[src/rtl/mc_control_pkg.sv]
// Shared types and constants for the multi-cycle MIPS-subset controller.
// Holds the state encoding, opcode/funct constants, ALU op codes and the control bundle.
package mc_control_pkg;

    localparam int unsigned XLEN     = 32;
    localparam int unsigned OPC_W    = 6;
    localparam int unsigned FN_W     = 6;
    localparam int unsigned ALU_OP_W = 3;
    localparam int unsigned CNT_W    = 16;
    localparam int unsigned STATE_W  = 3;

    typedef enum logic [STATE_W-1:0] {
        ST_BOOT   = 3'd0,
        ST_FETCH  = 3'd1,
        ST_DECODE = 3'd2,
        ST_EXEC   = 3'd3,
        ST_MEM    = 3'd4,
        ST_WB     = 3'd5
    } state_e;

    localparam logic [OPC_W-1:0] OPC_RTYPE = 6'h00;
    localparam logic [OPC_W-1:0] OPC_J     = 6'h02;
    localparam logic [OPC_W-1:0] OPC_BEQ   = 6'h04;
    localparam logic [OPC_W-1:0] OPC_ADDI  = 6'h08;
    localparam logic [OPC_W-1:0] OPC_LW    = 6'h23;
    localparam logic [OPC_W-1:0] OPC_SW    = 6'h2b;

    localparam logic [FN_W-1:0] FN_ADD = 6'h20;
    localparam logic [FN_W-1:0] FN_SUB = 6'h22;
    localparam logic [FN_W-1:0] FN_AND = 6'h24;
    localparam logic [FN_W-1:0] FN_OR  = 6'h25;
    localparam logic [FN_W-1:0] FN_SLT = 6'h2a;

    localparam logic [ALU_OP_W-1:0] ALU_AND = 3'b000;
    localparam logic [ALU_OP_W-1:0] ALU_OR  = 3'b001;
    localparam logic [ALU_OP_W-1:0] ALU_ADD = 3'b010;
    localparam logic [ALU_OP_W-1:0] ALU_SUB = 3'b110;
    localparam logic [ALU_OP_W-1:0] ALU_SLT = 3'b111;

    typedef struct packed {
        logic                reg_dst;
        logic                reg_write;
        logic                alu_src;
        logic                mem2reg;
        logic                mem_read;
        logic                mem_write;
        logic                branch;
        logic                jump;
        logic                intr;
        logic [ALU_OP_W-1:0] op;
        logic                ir_write;
        logic                pc_write;
        logic                retire;
        logic                illegal;
    } ctrl_t;

endpackage

[src/rtl/mc_control_if.sv]
// Controller <-> datapath bundle; master is the controller, slave is the datapath side.
// cnt_load/cnt_load_val let the datapath or a debugger preload the retire counter.
interface mc_control_if;
    logic [31:0] ins;
    logic        zero;
    logic        mem_ready;
    logic        RegDst;
    logic        RegWrite;
    logic        ALUSrc;
    logic        Mem2Reg;
    logic        MemRead;
    logic        MemWrite;
    logic        branch;
    logic        jump;
    logic        INT;
    logic [2:0]  op;
    logic        ir_write;
    logic        pc_write;
    logic        retire;
    logic        illegal;
    logic [15:0] instr_count;
    logic [2:0]  state;
    logic        cnt_load;
    logic [15:0] cnt_load_val;

    modport master (
        input  ins, zero, mem_ready, cnt_load, cnt_load_val,
        output RegDst, RegWrite, ALUSrc, Mem2Reg, MemRead, MemWrite, branch, jump, INT,
        output op, ir_write, pc_write, retire, illegal, instr_count, state
    );

    modport slave (
        output ins, zero, mem_ready, cnt_load, cnt_load_val,
        input  RegDst, RegWrite, ALUSrc, Mem2Reg, MemRead, MemWrite, branch, jump, INT,
        input  op, ir_write, pc_write, retire, illegal, instr_count, state
    );
endinterface

[src/rtl/mc_alu_decode.sv]
// Combinational ALU-op decode from opcode and funct; funct_ok flags unsupported R-type functs.
module mc_alu_decode
    import mc_control_pkg::*;
(
    input  logic [OPC_W-1:0]    opcode_i,
    input  logic [FN_W-1:0]     funct_i,
    output logic [ALU_OP_W-1:0] op_o,
    output logic                funct_ok_o
);

    always_comb begin
        op_o       = ALU_ADD;
        funct_ok_o = 1'b1;
        unique case (opcode_i)
            OPC_RTYPE: begin
                unique case (funct_i)
                    FN_ADD:  op_o = ALU_ADD;
                    FN_SUB:  op_o = ALU_SUB;
                    FN_AND:  op_o = ALU_AND;
                    FN_OR:   op_o = ALU_OR;
                    FN_SLT:  op_o = ALU_SLT;
                    default: begin
                        op_o       = ALU_AND;
                        funct_ok_o = 1'b0;
                    end
                endcase
            end
            OPC_BEQ: op_o = ALU_SUB;
            default: op_o = ALU_ADD;
        endcase
    end

endmodule

[src/rtl/mc_control.sv]
// Multi-cycle controller: BOOT/FETCH/DECODE/EXEC/MEM/WB sequencing with Moore
// control decode from the registered state and IR; memory handshake on mem_ready.
module mc_control
    import mc_control_pkg::*;
(
    input  logic         clk,
    input  logic         rst_n,
    mc_control_if.master ctl
);

    state_e              state_q, state_d;
    logic [XLEN-1:0]     ir_q, ir_d;
    logic [CNT_W-1:0]    cnt_q, cnt_d;
    ctrl_t               ctrl_c;
    logic [OPC_W-1:0]    opc;
    logic [ALU_OP_W-1:0] alu_op;
    logic                funct_ok;
    logic                is_r, is_beq, is_lw, is_sw;
    logic                unused_c;

    assign opc    = ir_q[XLEN-1:XLEN-OPC_W];
    assign is_r   = (opc == OPC_RTYPE);
    assign is_beq = (opc == OPC_BEQ);
    assign is_lw  = (opc == OPC_LW);
    assign is_sw  = (opc == OPC_SW);

    // The zero flag is consumed by the PC logic, not here.
    assign unused_c = ^{ctl.zero, ir_q[25:6]};

    mc_alu_decode u_alu_decode (
        .opcode_i   (opc),
        .funct_i    (ir_q[FN_W-1:0]),
        .op_o       (alu_op),
        .funct_ok_o (funct_ok)
    );

    always_comb begin
        state_d = state_q;
        ir_d    = ir_q;
        cnt_d   = cnt_q;
        ctrl_c  = '0;
        unique case (state_q)
            ST_BOOT: begin
                ctrl_c.intr     = 1'b1;
                ctrl_c.pc_write = 1'b1;
                state_d         = ST_FETCH;
            end
            ST_FETCH: begin
                ctrl_c.ir_write = 1'b1;
                ir_d            = ctl.ins;
                state_d         = ST_DECODE;
            end
            ST_DECODE: begin
                unique case (opc)
                    OPC_J: begin
                        ctrl_c.jump     = 1'b1;
                        ctrl_c.pc_write = 1'b1;
                        ctrl_c.retire   = 1'b1;
                        state_d         = ST_FETCH;
                    end
                    OPC_RTYPE: begin
                        if (funct_ok) begin
                            state_d = ST_EXEC;
                        end else begin
                            // Bad funct retires as a no-op so software sees progress.
                            ctrl_c.illegal  = 1'b1;
                            ctrl_c.pc_write = 1'b1;
                            ctrl_c.retire   = 1'b1;
                            state_d         = ST_FETCH;
                        end
                    end
                    OPC_BEQ, OPC_ADDI, OPC_LW, OPC_SW: state_d = ST_EXEC;
                    default: begin
                        ctrl_c.illegal  = 1'b1;
                        ctrl_c.pc_write = 1'b1;
                        state_d         = ST_FETCH;
                    end
                endcase
            end
            ST_EXEC: begin
                ctrl_c.alu_src = !(is_r || is_beq);
                ctrl_c.op      = alu_op;
                if (is_beq) begin
                    ctrl_c.branch   = 1'b1;
                    ctrl_c.pc_write = 1'b1;
                    ctrl_c.retire   = 1'b1;
                    state_d         = ST_FETCH;
                end else if (is_lw || is_sw) begin
                    state_d = ST_MEM;
                end else begin
                    state_d = ST_WB;
                end
            end
            ST_MEM: begin
                if (is_lw) begin
                    ctrl_c.mem_read = 1'b1;
                    if (ctl.mem_ready) state_d = ST_WB;
                end else if (ctl.mem_ready) begin
                    ctrl_c.mem_write = 1'b1;
                    ctrl_c.pc_write  = 1'b1;
                    ctrl_c.retire    = 1'b1;
                    state_d          = ST_FETCH;
                end
            end
            ST_WB: begin
                ctrl_c.reg_write = 1'b1;
                ctrl_c.pc_write  = 1'b1;
                ctrl_c.retire    = 1'b1;
                ctrl_c.reg_dst   = is_r;
                ctrl_c.mem2reg   = is_lw;
                ctrl_c.op        = alu_op;
                state_d          = ST_FETCH;
            end
            default: state_d = ST_BOOT;
        endcase

        // Reset squashes every strobe on the aborting edge.
        if (!rst_n) ctrl_c = '0;

        if (ctl.cnt_load)      cnt_d = ctl.cnt_load_val;
        else if (ctrl_c.retire) cnt_d = cnt_q + CNT_W'(1);
    end

    always_ff @(posedge clk) begin
        if (!rst_n) begin
            state_q <= ST_BOOT;
            ir_q    <= '0;
            cnt_q   <= '0;
        end else begin
            state_q <= state_d;
            ir_q    <= ir_d;
            cnt_q   <= cnt_d;
        end
    end

    assign ctl.RegDst      = ctrl_c.reg_dst;
    assign ctl.RegWrite    = ctrl_c.reg_write;
    assign ctl.ALUSrc      = ctrl_c.alu_src;
    assign ctl.Mem2Reg     = ctrl_c.mem2reg;
    assign ctl.MemRead     = ctrl_c.mem_read;
    assign ctl.MemWrite    = ctrl_c.mem_write;
    assign ctl.branch      = ctrl_c.branch;
    assign ctl.jump        = ctrl_c.jump;
    assign ctl.INT         = ctrl_c.intr;
    assign ctl.op          = ctrl_c.op;
    assign ctl.ir_write    = ctrl_c.ir_write;
    assign ctl.pc_write    = ctrl_c.pc_write;
    assign ctl.retire      = ctrl_c.retire;
    assign ctl.illegal     = ctrl_c.illegal;
    assign ctl.instr_count = cnt_q;
    assign ctl.state       = rst_n ? state_q : ST_BOOT;

endmodule

[src/flat_wrapper.sv]
// flat-port wrapper written by rule: the top's interface ports become plain ports
module mc_control_flat import mc_control_pkg::*;
  (clk, rst_n, ctl_ins, ctl_zero, ctl_mem_ready, ctl_cnt_load, ctl_cnt_load_val, ctl_RegDst, ctl_RegWrite, ctl_ALUSrc, ctl_Mem2Reg, ctl_MemRead, ctl_MemWrite, ctl_branch, ctl_jump, ctl_INT, ctl_op, ctl_ir_write, ctl_pc_write, ctl_retire, ctl_illegal, ctl_instr_count, ctl_state);
  mc_control_if ctl_i ();
  input  logic clk;
  input  logic rst_n;
  input wire logic [$bits(ctl_i.ins)-1:0] ctl_ins;
  input wire logic [$bits(ctl_i.zero)-1:0] ctl_zero;
  input wire logic [$bits(ctl_i.mem_ready)-1:0] ctl_mem_ready;
  input wire logic [$bits(ctl_i.cnt_load)-1:0] ctl_cnt_load;
  input wire logic [$bits(ctl_i.cnt_load_val)-1:0] ctl_cnt_load_val;
  output wire logic [$bits(ctl_i.RegDst)-1:0] ctl_RegDst;
  output wire logic [$bits(ctl_i.RegWrite)-1:0] ctl_RegWrite;
  output wire logic [$bits(ctl_i.ALUSrc)-1:0] ctl_ALUSrc;
  output wire logic [$bits(ctl_i.Mem2Reg)-1:0] ctl_Mem2Reg;
  output wire logic [$bits(ctl_i.MemRead)-1:0] ctl_MemRead;
  output wire logic [$bits(ctl_i.MemWrite)-1:0] ctl_MemWrite;
  output wire logic [$bits(ctl_i.branch)-1:0] ctl_branch;
  output wire logic [$bits(ctl_i.jump)-1:0] ctl_jump;
  output wire logic [$bits(ctl_i.INT)-1:0] ctl_INT;
  output wire logic [$bits(ctl_i.op)-1:0] ctl_op;
  output wire logic [$bits(ctl_i.ir_write)-1:0] ctl_ir_write;
  output wire logic [$bits(ctl_i.pc_write)-1:0] ctl_pc_write;
  output wire logic [$bits(ctl_i.retire)-1:0] ctl_retire;
  output wire logic [$bits(ctl_i.illegal)-1:0] ctl_illegal;
  output wire logic [$bits(ctl_i.instr_count)-1:0] ctl_instr_count;
  output wire logic [$bits(ctl_i.state)-1:0] ctl_state;
  assign ctl_i.ins = ctl_ins;
  assign ctl_i.zero = ctl_zero;
  assign ctl_i.mem_ready = ctl_mem_ready;
  assign ctl_i.cnt_load = ctl_cnt_load;
  assign ctl_i.cnt_load_val = ctl_cnt_load_val;
  assign ctl_RegDst = ctl_i.RegDst;
  assign ctl_RegWrite = ctl_i.RegWrite;
  assign ctl_ALUSrc = ctl_i.ALUSrc;
  assign ctl_Mem2Reg = ctl_i.Mem2Reg;
  assign ctl_MemRead = ctl_i.MemRead;
  assign ctl_MemWrite = ctl_i.MemWrite;
  assign ctl_branch = ctl_i.branch;
  assign ctl_jump = ctl_i.jump;
  assign ctl_INT = ctl_i.INT;
  assign ctl_op = ctl_i.op;
  assign ctl_ir_write = ctl_i.ir_write;
  assign ctl_pc_write = ctl_i.pc_write;
  assign ctl_retire = ctl_i.retire;
  assign ctl_illegal = ctl_i.illegal;
  assign ctl_instr_count = ctl_i.instr_count;
  assign ctl_state = ctl_i.state;
  mc_control u_core (.clk(clk), .rst_n(rst_n), .ctl(ctl_i));
endmodule
[config.mk]
export PLATFORM = sky130hd
export DESIGN_NAME = mc_control_flat
export DESIGN_NICKNAME = d
export VERILOG_FILES = /design/src/rtl/mc_control_pkg.sv /design/src/rtl/mc_control_if.sv /design/src/rtl/mc_alu_decode.sv /design/src/rtl/mc_control.sv /design/src/flat_wrapper.sv
export SDC_FILE = /design/constraint.sdc
export NUM_CORES = 1
export LEC_CHECK = 0
export CORE_MARGIN = 8
export CORE_UTILIZATION = 38
export CTS_BUF_LIST = sky130_fd_sc_hd__clkbuf_8
export CTS_CLUSTER_DIAMETER = 100
export DETAILED_ROUTE_END_ITERATION = 16
export PLACE_DENSITY = 0.85
export SETUP_SLACK_MARGIN = 0.02
export SYNTH_ARGS = -nofsm -noshare
export SYNTH_HDL_FRONTEND = slang
export SYNTH_SLANG_ARGS = --single-unit
[constraint.sdc]
create_clock -name clk -period 1.8 [get_ports clk]
set_input_delay 0.18 -clock clk [delete_from_list [all_inputs] [get_ports clk]]
set_output_delay 0.18 -clock clk [all_outputs]
set_load 0.02 [all_outputs]
==> results of run 1 <==
==> critical path, cell delays in order (launching register included) <==
cell and delay (ns):
dfxtp_2 0.32, or3_4 0.41, or2_4 0.28, nand2_4 0.09, nand2_4 0.07, a21oi_4 0.17
nor3_2 0.05, buf_4 0.16
==> layer usage <==
metal  vias up  routed length [um]  GRT usage  part of all wire
met2        98                3744     0.3035              0.52
met5         -                   0          0                 0
met1      1105                2771     0.1991              0.38
li1       1088                   -          -                 -
met4         0                 229    0.07355             0.032
met3        21                 494    0.05577             0.068
==> logic make-up (layout without fill, tap and decap cells) <==
group | count (synthesis) | count (layout) | synth area share
AOI/OAI and AO/OA | 76 | 76 | 0.2459
muxes | 3 | 3 | 0.01661
xor gates and xnor gates | 15 | 15 | 0.06977
buffers and inverters | 22 | 140 | 0.05382
adders and majority gates | 1 | 1 | 0.006643
and+or+nand+nor | 94 | 94 | 0.2778
DFF | 31 | 31 | 0.3296
==> report_power, final <==
part / switching (W) / total [W] / internal [W]
Clock: 0.000273 / 0.000721 / 0.000448
Sequential: 0.0000573 / 0.000798 / 0.000741
Combinational: 0.000347 / 0.000726 / 0.000379
Total: 0.000678 / 0.00225 / 0.00157
==> stage by stage <==
stage	hold slack, ns	cells	power [W]	util	setup TNS [ns]
4_1_cts	0.4201	420	0.002166	0.6650	-2.430
6_report	0.4301	427	0.002245	0.7237	-2.685
3_5_place_dp	0.4549	405	0.001381	0.6108	-6.807
5_1_grt	0.4440	427	0.002342	0.7237	-4.670
3_3_place_gp	0.4396	405	0.001368	0.6108	-6.756
2_1_floorplan	0.2800	242	0.001079	-	0
==> cell usage after synthesis, types with 2 or more instances <==
cell      count  share of area
a21oi_1      34          0.090
nand2_1      33          0.066
dfxtp_1      31           0.33
o21ai_0      18          0.048
xnor2_1      15          0.070
nand3_1      11          0.029
a21oi_2      10          0.047
clkbuf_1     10          0.020
nor2_1       10          0.020
and3_1        5          0.017
inv_1         5          0.010
nand4_1       5          0.017
nor2b_1       5          0.017
and2_1        4          0.013
nand2b_1      4          0.013
buf_2         3         0.0080
nor3b_2       3          0.020
a211oi_1      2         0.0080
a21boi_0      2         0.0080
and4_1        2         0.0093
buf_4         2         0.0080
mux2i_1       2          0.011
nor3_1        2         0.0053
nor3_4        2          0.017
==> area by class of cell <==
type,count,area [sq um],share of cell area
Multi-Input combinational cell,189,1449,0.4211
Timing Repair Buffer,127,1136,0.3302
Sequential cell,31,635.6,0.1847
Tap cell,67,83.83,0.02436
Clock buffer,6,82.58,0.02400
Clock inverter,2,35.03,0.01018
Inverter,5,18.77,0.005455
==> registers in the layout, indices dropped and copies added, names as in the netlist <==
signal and flops:
u_core.ctl.instr_count 16, u_core.ir_q 12, u_core.state_q 3
==> path summary, 6_finish.rpt <==
kind | slack, ns | cells past startpoint | start | to
worst min register to register | 0.46 | 2 | u_core.ir_q[4] | u_core.ir_q[4]
worst max-delay path | -0.21 | 7 | u_core.ir_q[30] | ctl_pc_write
worst max register to register | -0.17 | 9 | u_core.ir_q[30] | u_core.ctl.instr_count[13]
worst min-delay path | 0.43 | 3 | ctl_ins[31] | u_core.ir_q[31]
==> timing repair <==
| action | 4_1_cts | 5_1_grt |
|---|---|---|
| gates cloned | 0 | 0 |
| buffers inserted | 7 | 8 |
| resized for setup | 111 | 60 |
| setup endpoints to repair | 32 | 33 |
| endpoints found under the hold margin | 0 | 0 |
| pin swaps | 27 | 29 |
==> metrics, run 1 <==
status complete, but fails checks; failing checks negative setup slack; gp weighted congestion 0.9095; RSZ-0062 raised after global routing true; TritonCTS Buffers 5; WL final between 7000 and 8000 um; Post-Syn Area 1883 sq um; Final nets a little over 400; CTS tree built; Die Wd between 80 and 90 um; Critical Path Source Type flip-flop; final number of setup-violating endpoints 25; crit-path max FO 4; layout cell share with drive strength beyond 1 0.4111; largest net degree at the start of global routing 31; initial antenna violation count 0; Ports 88; HP Class in -> reg; area grow syn2layout 82.72%; period utilisation layout 1.118; vias in the first global route roughly 2.3k; Post-Syn Nets 296; P_leak around 1.3 nW; first-pass GRT wire length 10850 um; final routed DRC violation total 0; Peak Freq 0.4970 GHz; minimum clock period 2.012 ns; register area share after synthesis 0.3296; First-pass DRT Iterations 4; CP Data Required Time between 1.5 and 2 ns; via count between 2k and 2.5k; total die area around 7500 sq um; grt ovf 0; Worst Clk Skew ~0.008 ns; CP Class reg -> out; ys async rst share 0; number of vias per cell between 5 and 6; clock sinks 31; Worst-Margin Slew 0.4062 ns; CP Capture Type primary output; Detail Placement HPWL approximately 4500 um; clock root buffer clkbuf_8; Yosys Warn Count 0; Top FF cell, synth dfxtp_1; H-tree depth 2; number of synthesized flops with an enable pin 0; placement-stage worst setup slack -0.3661 ns; most frequent cells in the layout buf_4 (58), clkdlybuf4s50_1 (47), nand2_1 (30); Hold Vio Cnt, Final 0; commonest non-fill, non-tap cell in the layout buf_4; Core Region about 4800 sq um; DRT antenna net count 0; pwr/cell area between 600 and 700 nW/um^2; Synth Instances between 200 and 250; Final Instance Area approximately 3400 sq um; syn_area_per_cell roughly 7.8 sq um; # fillers between 300 and 400; Yosys cell types 46; diode count 0; Total Routing Usage GR 0.1778; Clock Path Buffers 2; max-cap violation count 0; area post-placement just under 3000 sq um; Worst VDD drop between 0.3 and 0.4 mV; Die H between 80 and 90 um; worst skew pair latency a little under 0.3 ns; num rows 25; Rel. slew slack 0.7267; initial DRC count 115; PnR worst setup slack -0.2119 ns; CP Data Arrival Time between 1.5 and 2 ns; #FFs+latches synth 31; # hold bufs at CTS 0; wire length per cell 16.95 um; Worst-path clk slew ~0.060 ns; port bufs 66; effective utilization at floorplan 0.3961; Final Max Tran Viols 0
Note: power is estimated with default switching activity, not from simulation.
==> run 2: changes to the inputs <==
- CORE_UTILIZATION: 38 -> 43
- HOLD_SLACK_MARGIN: not set -> 0.15
- PLACE_DENSITY: 0.85 -> 0.9
- clock period: 1.8 -> 2.09 ns (I/O delays scaled with it)
==> metrics, run 2 (synthesis results as in run 1) <==
period utilisation layout 0.9697; Final Instance Area around 3000 sq um; CP Capture Type primary output; total die area 6753 sq um; Die H 82.18 um; Critical Path Source Type flip-flop; Worst VDD drop 0.3648 mV; worst hold slack ~0.46 ns; diode count 0; number of vias per cell 5.490; minimum clock period 2.027 ns; CTS tree built; via count ~2.1k; crit-path max FO 4; final number of setup-violating endpoints 0; most frequent cells in the layout clkdlybuf4s50_1 (50), a21oi_1 (33), nand2_1 (32); Total Routing Usage GR 0.1781; HP Class reg -> reg; final routed DRC violation total 0; Tot Pwr roughly 0.0018 W; Hold Vio Cnt, Final 0; CP Data Arrival Time 1.82 ns; grt ovf 0; pwr/cell area between 600 and 700 nW/um^2; gp weighted congestion about 0.92; P_leak 1.119 nW; commonest non-fill, non-tap cell in the layout clkdlybuf4s50_1; WL final around 6000 um; Rel. slew slack 0.7586; max-cap violation count 0; status complete, no violations; Final Max Tran Viols 0; TritonCTS Buffers 5; Die Wd 82.18 um; clock sinks 31; Ports just under 90; port bufs between 60 and 70; Worst-Margin Slew between 0.3 and 0.4 ns; worst skew pair latency about 0.29 ns; RSZ-0062 raised after global routing true; CP Data Required Time 1.88 ns; initial antenna violation count 0; first-pass GRT wire length ~9500 um; Worst-path clk slew 0.08 ns; DRT antenna net count 0; First-pass DRT Iterations 4; CP Class reg -> out; vias in the first global route 2089; PnR worst setup slack ~0.063 ns; effective utilization at floorplan 0.4385; num rows 24; Clock Path Buffers 2; placement-stage worst setup slack -0.1296 ns; Core Region between 4000 and 5000 sq um; layout cell share with drive strength beyond 1 0.2349; Detail Placement HPWL around 4400 um; initial DRC count 63; Peak Freq 0.4934 GHz; max reg flops 16; H-tree depth 2; area grow syn2layout 54.88%; area post-placement 2766 sq um; clock root buffer clkbuf_8; Final nets between 300 and 400; TNS Setup 0 ns; wire length per cell approximately 16 um; largest net degree at the start of global routing 31; Worst Clk Skew around 0.010 ns
run 2: cell types whose count changed in the layout (fill, tap and decap cells not counted), sizes merged:
cell / previous run / this run
clkdlybuf4s15: 0 / 3
clkdlybuf4s50: 47 / 50
clkbuf: 7 / 6
dlymetal6s2s: 0 / 1
clkinv: 1 / 2
buf: 76 / 38
dlygate4sd2: 3 / 6
run 2: layout make-up:
type / count / area (sq um)
timing repair buffer: 99 / 890.9
inverter: 5 / 18.77
clock inverter: 3 / 43.79
multi-input combinational: 189 / 1205
sequential: 31 / 624.3
tap: 52 / 65.06
fill: 351 / 1378
clock buffer: 5 / 68.82
run 2: worst max-delay path, stage by stage (launching register included):
cell,delay [ns]
dfxtp_1,0.32
or3_4,0.41
or2_4,0.27
nand2_2,0.08
nand2_1,0.06
a21oi_1,0.16
nor3_1,0.07
buf_2,0.16
run 2: where the power goes:
part / switching (W) / total, W / leakage [nW] / internal (W)
logic: 0.000232 / 0.000470 / 0.804 / 0.000238
clock network: 0.000250 / 0.000605 / 0.0581 / 0.000355
registers: 0.0000491 / 0.000685 / 0.257 / 0.000636
total: 0.000531 / 0.00176 / 1.12 / 0.00123
run 2: repair_timing:
| item | in CTS | in global routing |
|---|---|---|
| hold endpoints to repair | 0 | 0 |
| buffers inserted | 1 | 0 |
| gates cloned | 0 | 0 |
| setup endpoints to repair | 16 | 10 |
| gates resized for setup | 40 | 21 |
| pin swaps | 1 | 2 |
| hold buffers | 0 | 0 |
run 2: path summary, 6_finish.rpt:
kind / start / end / slack [ns] / depth (start not counted)
max: u_core.ir_q[28] / ctl_pc_write / 0.06 / 7
min: u_core.ir_q[5] / u_core.ir_q[5] / 0.46 / 2
max reg2reg: u_core.ir_q[28] / u_core.ctl.instr_count[14] / 0.12 / 8
min reg2reg: u_core.ir_q[5] / u_core.ir_q[5] / 0.46 / 2
run 2: stage by stage:
step / utilization / instances
floorplan: - / 242
global placement: 0.6442 / 375
finish: 0.6792 / 384
CTS: 0.6713 / 384
global route: 0.6792 / 384
detailed placement: 0.6442 / 375
run 2: metal layers:
| layer | global-route usage | share of wire | up-vias |
|---|---|---|---|
| li1 | - | - | 1031 |
| met1 | 0.1948 | 0.40 | 991 |
| met2 | 0.3118 | 0.51 | 78 |
| met3 | 0.06385 | 0.084 | 8 |
| met4 | 0.06140 | 0.013 | 0 |
| met5 | 0 | 0 | - |
